File: config.mk
export PLATFORM = sky130hd
export DESIGN_NAME = tft_frame_decoder_flat
export DESIGN_NICKNAME = d
export VERILOG_FILES = /design/src/rtl/tft_frame_decoder_if.sv /design/src/rtl/tft_frame_decoder.sv /design/src/flat_wrapper.sv
export SDC_FILE = /design/constraint.sdc
export NUM_CORES = 1
export LEC_CHECK = 0
export ABC_CLOCK_PERIOD_IN_PS = 17000
export CORE_MARGIN = 2
export CORE_UTILIZATION = 41
export DETAILED_ROUTE_END_ITERATION = 8
export DONT_BUFFER_PORTS = 1
export GPL_ROUTABILITY_DRIVEN = 0
export MAX_ROUTING_LAYER = met4
export SYNTH_ARGS = -nofsm -noshare
export SYNTH_HDL_FRONTEND = slang
export SYNTH_SLANG_ARGS = --single-unit
export TNS_END_PERCENT = 50
File: constraint.sdc
create_clock -name clk -period 17 [get_ports clk]
set_input_delay 1.7 -clock clk [delete_from_list [all_inputs] [get_ports clk]]
set_output_delay 1.7 -clock clk [all_outputs]
set_load 0.05 [all_outputs]
File: src/rtl/tft_frame_decoder_if.sv
// Pixel-bus and decoded-board bundle for tft_frame_decoder.
// master: the side that drives the LCD pixel stream and observes the result.
// slave : the decoder itself.
interface tft_frame_decoder_if #(
  parameter int MAP_N = 10
);
  logic [7:0]             R;
  logic [7:0]             G;
  logic [7:0]             B;
  logic                   den;
  logic                   vsync;
  logic [MAP_N*MAP_N-1:0] board_state;
  logic [MAP_N*MAP_N-1:0] turn_map;
  logic                   frame_valid;
  logic                   frame_err;
  logic                   err_sticky;
  logic [15:0]            frame_cnt;

  modport master (
    output R, G, B, den, vsync,
    input  board_state, turn_map, frame_valid, frame_err, err_sticky, frame_cnt
  );

  modport slave (
    input  R, G, B, den, vsync,
    output board_state, turn_map, frame_valid, frame_err, err_sticky, frame_cnt
  );
endinterface

File: src/rtl/tft_frame_decoder.sv
// tft_frame_decoder: loop-back decoder for the board LCD stream.
// Tracks active-area pixel coordinates, samples one pixel per grid
// intersection, classifies it as white / black / empty and rebuilds the
// board_state / turn_map vectors, publishing them once per good frame.
// Optional feature macro: TFT_FRAME_DECODER_ERRCHK_EN enables the
// line-length and line-count checks (frame_err / err_sticky); without it
// every frame reaching CHECK is published and the error outputs are 0.
module tft_frame_decoder #(
  parameter int         MAP_N    = 10,
  parameter int         H_ACTIVE = 800,
  parameter int         V_ACTIVE = 480,
  parameter int         CX0      = 240,
  parameter int         CY0      = 40,
  parameter int         PITCH    = 40,
  parameter int         SOFF     = 5,
  parameter logic [7:0] WHI      = 8'hC0,
  parameter logic [7:0] BLO      = 8'h3F
) (
  input logic             clk,
  input logic             rst,
  tft_frame_decoder_if.slave bus
);

  localparam int          N_CELLS = MAP_N * MAP_N;
  localparam int          K_W     = $clog2(N_CELLS);
  localparam logic [10:0] X_ORG   = 11'(CX0 + SOFF);
  localparam logic [9:0]  Y_ORG   = 10'(CY0 + SOFF);
  localparam logic [10:0] X_PITCH = 11'(PITCH);
  localparam logic [9:0]  Y_PITCH = 10'(PITCH);
  localparam logic [10:0] X_LIM   = 11'(H_ACTIVE);
  localparam logic [9:0]  Y_LIM   = 10'(V_ACTIVE);
  localparam logic [10:0] X_CELLS = 11'(MAP_N);
  localparam logic [9:0]  Y_CELLS = 10'(MAP_N);

  typedef enum logic [1:0] {
    SYNC   = 2'd0,
    ACTIVE = 2'd1,
    CHECK  = 2'd2
  } state_t;

  // True when every channel is at or above the threshold.
  function automatic logic all_at_least(input logic [7:0] r, input logic [7:0] g,
                                        input logic [7:0] b, input logic [7:0] th);
    return (r >= th) && (g >= th) && (b >= th);
  endfunction

  // True when every channel is at or below the threshold.
  function automatic logic all_at_most(input logic [7:0] r, input logic [7:0] g,
                                       input logic [7:0] b, input logic [7:0] th);
    return (r <= th) && (g <= th) && (b <= th);
  endfunction

  state_t               state_r;
  state_t               state_next_s;
  logic [10:0]          x_r;
  logic [9:0]           y_r;
  logic                 line_open_r;
  logic                 armed_r;
  logic                 first_frame_r;
  logic [N_CELLS-1:0]   shadow_state_r;
  logic [N_CELLS-1:0]   shadow_turn_r;
  logic [N_CELLS-1:0]   board_state_r;
  logic [N_CELLS-1:0]   turn_map_r;
  logic                 frame_valid_r;
  logic [15:0]          frame_cnt_r;

  logic                 vsync_fall_s;
  logic                 pix_en_s;
  logic                 line_end_s;
  logic [10:0]          x_off_s;
  logic [9:0]           y_off_s;
  logic [10:0]          col_s;
  logic [9:0]           row_s;
  logic                 sample_s;
  logic [K_W-1:0]       k_s;
  logic                 is_white_s;
  logic                 is_black_s;
  logic                 publish_s;

  // A frame boundary inside ACTIVE is a vsync low seen after vsync has been
  // high, so a long vsync pulse is treated as a single boundary.
  assign vsync_fall_s = (bus.vsync == 1'b0) && armed_r;

  // Pixels and line ends only count while vsync is high.
  assign pix_en_s   = (state_r == ACTIVE) && bus.vsync && bus.den;
  assign line_end_s = (state_r == ACTIVE) && bus.vsync && !bus.den && line_open_r;

  assign x_off_s = x_r - X_ORG;
  assign y_off_s = y_r - Y_ORG;
  assign col_s   = x_off_s / X_PITCH;
  assign row_s   = y_off_s / Y_PITCH;
  assign k_s     = K_W'(row_s) * K_W'(MAP_N) + K_W'(col_s);

  assign is_white_s = all_at_least(bus.R, bus.G, bus.B, WHI);
  assign is_black_s = all_at_most(bus.R, bus.G, bus.B, BLO);

  // Decide whether the current pixel is a grid-intersection sample.
  always_comb begin
    sample_s = 1'b0;
    if (pix_en_s && (x_r >= X_ORG) && (y_r >= Y_ORG) &&
        (x_r < X_LIM) && (y_r < Y_LIM) &&
        ((x_off_s % X_PITCH) == 11'd0) && ((y_off_s % Y_PITCH) == 10'd0) &&
        (col_s < X_CELLS) && (row_s < Y_CELLS)) begin
      sample_s = 1'b1;
    end else begin
      sample_s = 1'b0;
    end
  end

  // FSM state register.
  always_ff @(posedge clk or posedge rst) begin
    if (rst) begin
      state_r <= SYNC;
    end else begin
      state_r <= state_next_s;
    end
  end

  // FSM next-state logic.
  always_comb begin
    state_next_s = state_r;
    case (state_r)
      SYNC: begin
        if (!bus.vsync) begin
          state_next_s = ACTIVE;
        end else begin
          state_next_s = SYNC;
        end
      end
      ACTIVE: begin
        if (vsync_fall_s) begin
          state_next_s = CHECK;
        end else begin
          state_next_s = ACTIVE;
        end
      end
      CHECK:   state_next_s = SYNC;
      default: state_next_s = SYNC;
    endcase
  end

`ifdef TFT_FRAME_DECODER_ERRCHK_EN
  logic bad_r;
  logic frame_err_r;
  logic err_sticky_r;
  logic reject_s;

  // Publish only complete, well-formed frames; the first frame after reset
  // is dropped silently because its start was not observed.
  always_comb begin
    publish_s = 1'b0;
    reject_s  = 1'b0;
    if ((state_r == CHECK) && !first_frame_r) begin
      if ((y_r == Y_LIM) && !bad_r) begin
        publish_s = 1'b1;
      end else begin
        reject_s = 1'b1;
      end
    end else begin
      publish_s = 1'b0;
      reject_s  = 1'b0;
    end
  end

  // Per-frame error tracking plus the frame_err pulse and sticky flag.
  always_ff @(posedge clk or posedge rst) begin
    if (rst) begin
      bad_r        <= 1'b0;
      frame_err_r  <= 1'b0;
      err_sticky_r <= 1'b0;
    end else begin
      frame_err_r <= 1'b0;
      case (state_r)
        SYNC: begin
          if (!bus.vsync) begin
            bad_r <= 1'b0;
          end
        end
        ACTIVE: begin
          if (line_end_s && ((x_r != X_LIM) || ((y_r + 10'd1) > Y_LIM))) begin
            bad_r <= 1'b1;
          end
        end
        CHECK: begin
          if (reject_s) begin
            frame_err_r  <= 1'b1;
            err_sticky_r <= 1'b1;
          end
        end
        default: ;
      endcase
    end
  end

  assign bus.frame_err  = frame_err_r;
  assign bus.err_sticky = err_sticky_r;
`else
  // Without the checks every frame reaching CHECK is published, except the
  // first one after reset whose start was not observed.
  always_comb begin
    publish_s = 1'b0;
    if ((state_r == CHECK) && !first_frame_r) begin
      publish_s = 1'b1;
    end else begin
      publish_s = 1'b0;
    end
  end

  assign bus.frame_err  = 1'b0;
  assign bus.err_sticky = 1'b0;
`endif

  // Coordinate tracking, shadow capture and publication of the frame.
  always_ff @(posedge clk or posedge rst) begin
    if (rst) begin
      x_r            <= 11'd0;
      y_r            <= 10'd0;
      line_open_r    <= 1'b0;
      armed_r        <= 1'b0;
      first_frame_r  <= 1'b1;
      shadow_state_r <= {N_CELLS{1'b0}};
      shadow_turn_r  <= {N_CELLS{1'b0}};
      board_state_r  <= {N_CELLS{1'b0}};
      turn_map_r     <= {N_CELLS{1'b0}};
      frame_valid_r  <= 1'b0;
      frame_cnt_r    <= 16'd0;
    end else begin
      frame_valid_r <= 1'b0;
      case (state_r)
        SYNC: begin
          if (!bus.vsync) begin
            x_r            <= 11'd0;
            y_r            <= 10'd0;
            line_open_r    <= 1'b0;
            armed_r        <= 1'b0;
            shadow_state_r <= {N_CELLS{1'b0}};
            shadow_turn_r  <= {N_CELLS{1'b0}};
          end
        end
        ACTIVE: begin
          if (bus.vsync) begin
            armed_r <= 1'b1;
          end
          if (pix_en_s) begin
            x_r         <= x_r + 11'd1;
            line_open_r <= 1'b1;
          end
          if (line_end_s) begin
            x_r         <= 11'd0;
            y_r         <= y_r + 10'd1;
            line_open_r <= 1'b0;
          end
          if (sample_s) begin
            shadow_state_r[k_s] <= is_white_s || is_black_s;
            shadow_turn_r[k_s]  <= is_white_s;
          end
        end
        CHECK: begin
          first_frame_r <= 1'b0;
          if (publish_s) begin
            board_state_r <= shadow_state_r;
            turn_map_r    <= shadow_turn_r;
            frame_valid_r <= 1'b1;
            frame_cnt_r   <= frame_cnt_r + 16'd1;
          end
        end
        default: ;
      endcase
    end
  end

  assign bus.board_state = board_state_r;
  assign bus.turn_map    = turn_map_r;
  assign bus.frame_valid = frame_valid_r;
  assign bus.frame_cnt   = frame_cnt_r;

endmodule

File: src/flat_wrapper.sv
// flat-port wrapper written by rule: the top's interface ports become plain ports
module tft_frame_decoder_flat 
#(
  parameter int         MAP_N    = 10,
  parameter int         H_ACTIVE = 800,
  parameter int         V_ACTIVE = 480,
  parameter int         CX0      = 240,
  parameter int         CY0      = 40,
  parameter int         PITCH    = 40,
  parameter int         SOFF     = 5,
  parameter logic [7:0] WHI      = 8'hC0,
  parameter logic [7:0] BLO      = 8'h3F
)
  (clk, rst, bus_R, bus_G, bus_B, bus_den, bus_vsync, bus_board_state, bus_turn_map, bus_frame_valid, bus_frame_err, bus_err_sticky, bus_frame_cnt);
  tft_frame_decoder_if #(.MAP_N(MAP_N)) bus_i ();
  input logic clk;
  input logic rst;
  input wire logic [$bits(bus_i.R)-1:0] bus_R;
  input wire logic [$bits(bus_i.G)-1:0] bus_G;
  input wire logic [$bits(bus_i.B)-1:0] bus_B;
  input wire logic [$bits(bus_i.den)-1:0] bus_den;
  input wire logic [$bits(bus_i.vsync)-1:0] bus_vsync;
  output wire logic [$bits(bus_i.board_state)-1:0] bus_board_state;
  output wire logic [$bits(bus_i.turn_map)-1:0] bus_turn_map;
  output wire logic [$bits(bus_i.frame_valid)-1:0] bus_frame_valid;
  output wire logic [$bits(bus_i.frame_err)-1:0] bus_frame_err;
  output wire logic [$bits(bus_i.err_sticky)-1:0] bus_err_sticky;
  output wire logic [$bits(bus_i.frame_cnt)-1:0] bus_frame_cnt;
  assign bus_i.R = bus_R;
  assign bus_i.G = bus_G;
  assign bus_i.B = bus_B;
  assign bus_i.den = bus_den;
  assign bus_i.vsync = bus_vsync;
  assign bus_board_state = bus_i.board_state;
  assign bus_turn_map = bus_i.turn_map;
  assign bus_frame_valid = bus_i.frame_valid;
  assign bus_frame_err = bus_i.frame_err;
  assign bus_err_sticky = bus_i.err_sticky;
  assign bus_frame_cnt = bus_i.frame_cnt;
  tft_frame_decoder #(.MAP_N(MAP_N), .H_ACTIVE(H_ACTIVE), .V_ACTIVE(V_ACTIVE), .CX0(CX0), .CY0(CY0), .PITCH(PITCH), .SOFF(SOFF), .WHI(WHI), .BLO(BLO)) u_core (.clk(clk), .rst(rst), .bus(bus_i));
endmodule
# ---- After elaboration in Yosys (flattened, before gate mapping)
# Index checks and enable logic that the tools add are counted.
dict set report word_totals {
  out_inout_bits 219
  elab_cells 105
  in_bits 28
  regBits 443
}
dict set report classes {
  n_addsub 6
  div 4
  magnitude_cmp 14
  n_reduce_logical 31
  multipliers 1
  eq_ne 7
  bitwise_logic 1
  mux 29
}
# operator n
set ops {}
lappend ops {{one-hot mux 100 bit (2 select lines)} 2}
lappend ops {{two-way mux 100 bit} 3}
lappend ops {{bitwise mux 100 bit} 2}
lappend ops {{two-way mux 11 bit} 3}
lappend ops {{greater-or-equal comparator 8 bit, second input constant} 3}
lappend ops {{<= comparator 8 x 6 -> 1 bit, second input constant} 3}
lappend ops {{one-hot mux 11 bit (2 select lines)} 1}
lappend ops {{two-way mux 10 bit} 2}
lappend ops {{one-hot mux 10 bit (2 select lines)} 1}
lappend ops {{logical AND 1 bit} 19}
lappend ops {{adder 16 x 1 -> 16 bit, second input constant} 1}
lappend ops {{AND reduction 3 bit} 4}
lappend ops {{adder 11 x 1 -> 11 bit, second input constant} 1}
lappend ops {{divider 11 x 6 -> 11 bit, second input constant} 1}
lappend ops {{greater-or-equal comparator 11 x 8 -> 1 bit, second input constant} 1}
lappend ops {{logical NOT 11 bit} 1}
lappend ops {{< comparator 11 x 10 -> 1 bit, second input constant} 1}
lappend ops {{< comparator 11 x 4 -> 1 bit, second input constant} 1}
lappend ops {{modulo 11 x 6 -> 11 bit, second input constant} 1}
lappend ops {{subtractor 11 x 8 -> 11 bit, second input constant} 1}
lappend ops {{adder 10 x 1 -> 10 bit, second input constant} 1}
lappend ops {{divider 10 x 6 -> 10 bit, second input constant} 1}
lappend ops {{greater-or-equal comparator 10 x 6 -> 1 bit, second input constant} 1}
lappend ops {{logical NOT 10 bit} 1}
lappend ops {{24 further kinds} 37}

# ---- Logic depth before layout (Yosys ltp)
dict set report depth {
  ltp_word 14
  mapped_depth 25
  mapped_depth_nobuf 24
}

# ---- Worst setup path after synthesis
# No wires, ideal clock.
dict set report synth_timing {
  path_type {flip-flop to flip-flop}
  startpoint {register u_core.y_r[0]}
  endpoint {register u_core.shadow_state_r[56]}
  t_arrival_ps 5064
  t_required_ps 16920
  path_buffers 2
  setup_slack_ps 11856
  period_less_slack_ps 5144
  setup_time_ps 80
  path_stages_with_launch 26
  path_cell_list {dfrtp_1 > inv_1 > ha_1 > buf_2 > or3_1 > a2111o_1 > nand4_1 > a32o_1 > clkbuf_1 > nand2_1 > o2111ai_1 > o21ai_0 > o21ai_0 > ha_1 > ha_1 > inv_1 > fa_1 > inv_1 > ha_1 > a21oi_1 > xnor2_1 > xnor2_1 > nor2_1 > nand3_1 > a211oi_2 > mux2i_1}
}
dict set report synth_via {
  elab_chain_cells 11
  word_cells_on_any_way 27
  cone_classes {2 x add/sub; 1 x mul; 2 x div; 5 x order compare; 1 x eq/ne; 6 x mux; 10 x reduce/logical}
}
# element line
set synth_rtl {}
lappend synth_rtl {{start, declared} tft_frame_decoder.sv:56} ;# logic [9:0] y_r;
lappend synth_rtl {{start signal, assigned} tft_frame_decoder.sv:250} ;# y_r <= y_r + 10'd1;
lappend synth_rtl {{subtractor 10 x 6 -> 10 bit / greater-or-equal comparator 10 x 6 -> 1 bit (equally long branches)} {tft_frame_decoder.sv:89, tft_frame_decoder.sv:100}}
lappend synth_rtl {{divider 10 x 6 -> 10 bit / logical AND 1 bit (equally long branches)} {tft_frame_decoder.sv:91, tft_frame_decoder.sv:100}}
lappend synth_rtl {{multiplier 7 x 3 -> 6 bit / logical AND 1 bit (equally long branches)} {tft_frame_decoder.sv:92, tft_frame_decoder.sv:100}}
lappend synth_rtl {{adder 7 bit / logical AND 1 bit (equally long branches)} {tft_frame_decoder.sv:92, tft_frame_decoder.sv:101}}
lappend synth_rtl {{< comparator 7 x 8 -> 1 bit (implied by the code), or another cell as far along} tft_frame_decoder.sv:254} ;# shadow_state_r[k_s] <= is_white_s || is_black_s;
lappend synth_rtl {{logical AND 1 bit (on tied branches)} {tft_frame_decoder.sv:254, tft_frame_decoder.sv:102}}
lappend synth_rtl {{two-way mux 1 bit (implied by the code) / logical AND 1 bit (equally long branches)} {tft_frame_decoder.sv:254, tft_frame_decoder.sv:102}}
lappend synth_rtl {{demux 1 bit (select 7 bit) / logical AND 1 bit (equally long branches)} -}
lappend synth_rtl {{bitwise mux 100 bit / two-way mux 1 bit (equally long branches)} {tft_frame_decoder.sv:254, tft_frame_decoder.sv:100}}
lappend synth_rtl {{two-way mux 100 bit / != test 2 x 1 -> 1 bit (equally long branches)} -}
lappend synth_rtl {{one-hot mux 100 bit (2 select lines) / AND reduction 3 bit (equally long branches)} -}
lappend synth_rtl {{end signal, assigned} tft_frame_decoder.sv:221} ;# shadow_state_r <= {N_CELLS{1'b0}};
lappend synth_rtl {{end signal, assigned} tft_frame_decoder.sv:236} ;# shadow_state_r <= {N_CELLS{1'b0}};
lappend synth_rtl {{end signal, assigned by index} tft_frame_decoder.sv:254}
lappend synth_rtl {{end, declared} tft_frame_decoder.sv:60} ;# logic [N_CELLS-1:0] shadow_state_r;
# Several ways; a longest one is shown, not always the timed one. The select of a mux whose other input is x is not followed.
# A chain may end at the register's enable or synchronous reset.

# ---- Worst setup path in the final report
dict set report layout_timing {
  startpoint {register u_core.x_r[1]}
  endpoint {register u_core.shadow_turn_r[46]}
}
dict set report layout_via {
  elab_chain_cells 12
  word_cells_on_any_way 27
  cone_classes {2 x add/sub; 2 x div; 5 x order compare; 1 x eq/ne; 6 x mux; 11 x reduce/logical}
}
# element line
set layout_rtl {}
lappend layout_rtl {{start, declared} tft_frame_decoder.sv:55} ;# logic [10:0] x_r;
lappend layout_rtl {{start signal, assigned} tft_frame_decoder.sv:245} ;# x_r <= x_r + 11'd1;
lappend layout_rtl {{parallel branches: the longest is 12 deep, another holds subtractor 11 x 8 -> 11 bit} -}
lappend layout_rtl {{end signal, assigned} tft_frame_decoder.sv:222} ;# shadow_turn_r <= {N_CELLS{1'b0}};
lappend layout_rtl {{end signal, assigned} tft_frame_decoder.sv:237} ;# shadow_turn_r <= {N_CELLS{1'b0}};
lappend layout_rtl {{end signal, assigned by index} tft_frame_decoder.sv:255} ;# shadow_turn_r[k_s] <= is_white_s;
lappend layout_rtl {{end, declared} tft_frame_decoder.sv:61} ;# logic [N_CELLS-1:0] shadow_turn_r;
# Several ways; the timed one is not identified. The select of a mux whose other input is x is not followed.

==> flow_summary.toml <==
[final_layout]
area_growth_pct = 10.1
fin_nets = 1858
drive_above_1_share = 0.234
final_util = 0.459
n_fill_cell = 4670
antenna_cells = 0

[logic_synthesis]
synthCells = 1869
synthesis.area_um2 = 21500
synth_top_cells_by_area = "dfrtp_1 (51%), mux2_2 (11%), mux2i_1 (9.7%)"
ys.flop_type = "dfrtp_1"
synth.largest_area_cell = "dfrtp_1"
yosysWarnings = 0
synth_cell_types = 88
synth_edf_count = 0
yosysSeqAreaShare = 0.516
avgSynthCellArea_um2 = 11.5
async_flop_share = 1.00
synth-seq-cells = 443
synth_top_area_frac = 0.514

[drt]
drt-total-wl_um = 55700
drt-wirelength-per-cell_um = 22.0
viasPerCell = 5.73
drtIter0Drc = 1250
drc = 0
dr_total_vias = 14500
ant_nets = 0
firstDrtPassIters = 5

[power]
power_switching_mw = 0.671
powerDensity_nw_per_um2 = 102
p_leak_nw = 10.0
p_int_mw = 1.75
vdd_drop_max_mv = 0.0795
p_comb_frac = 0.101
power.clock.fraction = 0.439
seqPwrFrac = 0.461
swShare = 0.277

[critical_path]
crit_type = "flop to flop"
crit_fanout = 13
critical_path.max_stage_delay_ns = 0.75
cp_cell_sequence = "inv_1 -> ha_1 -> nor2b_1 -> o211ai_1 -> xor2_1 -> nand3_1 -> o22ai_1 -> a211oi_1 -> ha_1 -> a21o_1 -> a21oi_1 -> o21bai_1 -> a21oi_1 -> xnor2_1 -> xnor2_1 -> nor2_1 -> nand3_1 -> a211oi_2 -> mux2i_1"
end_kind = "flop"
critical_path_required_ns = 17.50
critPathSlowestCell = "nor2b_1"
critPathBufInv = 1
cpLargestDelayFamily = "compound AO/OA/AOI/OAI gates"
cp-start-kind = "flop"
crit_arrival_ns = 6.82

[die]
start_util = 0.417
rows = 83
io_pins = 247
die_y_um = 233
coreArea_um2 = 51600
dieArea_um2 = 54300
die_x_um = 233

[timing]
slew_violations = 0
slew_headroom = 0.206
fin_skew_ns = 0.0329
setup_violations = 0
fmax_ghz = 0.158
period_share = 0.372
worstMarginPinSlew_ns = 1.19
finalHoldViolCount = 0
hold_slack_ns = 0.492
period_minus_slack_ns = 6.32
setup-tns-final_ns = 0
rsz0062_at_grt = "no"

[job]
cap_violations = 0

[clocking]
clock_path_buffers = 3
cts_tree = "yes"
postCtsSetupBuffers = 0
clkSinkCount = 443
clock_latency_ns = 0.61
cts.root.buffer_cell = "clkbuf_16"
cts_resized = 0
cts_hold_buf = 0
numCtsBuffers = 49
h-tree-depth = 2
clk_pin_slew_worst_paths_ns = 0.06

[global_routing]
grt_max_degree = 176
grt-ovfl-total = 0
track_usage = 0.210
grt_pass1_vias = 14500
grt_pass1_wl_um = 86600
antenna_found_initial = 0

[placed_design]
port-buffer-count = 0
hpwl_um = 34900

[status]
outcome = "completed"

[worst_hold_path]
hold_class = "flop to flop"
[cell families (layout without fill, tap and decap cells)]
| family | count (synthesis) | after routing | synth area share |
|---|---|---|---|
| AOI/OAI and AO/OA | 254 | 254 | 0.0942 |
| xor gates and xnor gates | 48 | 48 | 0.0196 |
| adders and majority gates | 19 | 19 | 0.0118 |
| buffers and inverters | 156 | 136 | 0.0297 |
| DFF | 443 | 443 | 0.516 |
| muxes | 409 | 409 | 0.202 |
| other | 1 | 2 | 0.000174 |
| and+or+nand+nor | 539 | 539 | 0.127 |
[metal layers]
metal | part of all wire | up-vias | wire length (µm) | global-route usage
li1 | - | 6556 | - | -
met1 | 0.43 | 7378 | 23900 | 0.268
met2 | 0.45 | 462 | 25300 | 0.316
met3 | 0.087 | 107 | 4870 | 0.0684
met4 | 0.031 | 0 | 1750 | 0.0675
met5 | 0 | - | 0 | -
[power by group through the flow]
stage / clock, mW / sequential (mW) / combinational, mW
finish: 1.06 / 1.12 / 0.244
global route: 1.13 / 1.12 / 0.269
CTS: 1.09 / 1.12 / 0.248
detailed placement: 0 / 1.14 / 0.246
global placement: 0 / 1.13 / 0.241
floorplan: 0 / 1.12 / 0.195
[sequential cells by signal, summed over array words and instances, names as in the netlist]
signal / flops
u_core.shadow_turn_r: 100
u_core.armed_r: 1
u_core.first_frame_r: 1
u_core.bus.board_state: 100
u_core.x_r: 11
u_core.bus.frame_valid: 1
u_core.line_open_r: 1
u_core.bus.frame_cnt: 16
u_core.shadow_state_r: 100
u_core.bus.turn_map: 100
u_core.state_r: 2
u_core.y_r: 10
[area by class of cell]
class	instances	area (µm²)	share of cell area
Clock buffer	71	1420	0.0600
Clock inverter	19	203	0.00856
Inverter	22	90.1	0.00381
Multi-Input combinational cell	1271	9820	0.415
Sequential cell	443	11100	0.468
Tap cell	680	851	0.0360
Timing Repair Buffer	24	193	0.00814
[through the flow]
step | total power, mW | std cells | area [µm²] | setup WS, ns
after global routing | 2.52 | 2530 | 23700 | 10.22
after global placement | 1.38 | 2440 | 22000 | 10.96
after detailed placement | 1.38 | 2440 | 22000 | 10.89
after CTS | 2.45 | 2530 | 23700 | 10.82
final | 2.42 | 2530 | 23700 | 10.68
after floorplan | 1.32 | 1870 | 21500 | 2.96
[final timing paths]
| check | cells past startpoint | start | slack [ns] | to |
|---|---|---|---|---|
| max reg2reg | 19 | u_core.x_r[1] | 10.68 | u_core.shadow_turn_r[46] |
| min reg2reg | 1 | u_core.shadow_turn_r[82] | 0.49 | u_core.bus.turn_map[82] |
| min | 1 | u_core.shadow_turn_r[82] | 0.49 | u_core.bus.turn_map[82] |
| max | 19 | u_core.x_r[1] | 10.68 | u_core.shadow_turn_r[46] |
| max in group asynchronous | 3 | rst | 13.46 | u_core.shadow_state_r[75] |
| min in group asynchronous | 1 | rst | 1.10 | u_core.bus.frame_cnt[7] |
[worst reg2reg max path: stages, from the launching register on]
cell and delay, ns:
dfrtp_1 0.60, inv_1 0.16, ha_1 0.28, nor2b_1 0.75, o211ai_1 0.25, xor2_1 0.67
nand3_1 0.33, o22ai_1 0.32, a211oi_1 0.09, ha_1 0.24, a21o_1 0.16, a21oi_1 0.29
o21bai_1 0.11, a21oi_1 0.18, xnor2_1 0.15, xnor2_1 0.17, nor2_1 0.28, nand3_1 0.48
a211oi_2 0.51, mux2i_1 0.23
[layout by cell type (no fill, tap or decap), types with 41 or more instances in the layout]
| master | instances |
|---|---|
| nand3_1 | 42 |
| clkbuf_16 | 49 |
| a211oi_2 | 51 |
| a21oi_1 | 45 |
| dfrtp_1 | 442 |
| o21ai_0 | 41 |
| nor3_2 | 51 |
| mux2i_1 | 208 |
| mux2_2 | 201 |
| nor2_1 | 63 |
| nand2_1 | 265 |
[cell usage after synthesis (33+ instances only)]
master and number:
dfrtp_1 442, nand2_1 266, mux2i_1 208, mux2_2 201, clkbuf_1 93, nor2_1 64, a211oi_2 51, nor3_2 51
a21oi_1 45, nand3_1 42, o21ai_0 42, xnor2_1 33
Power figures use the tool's default switching activity.
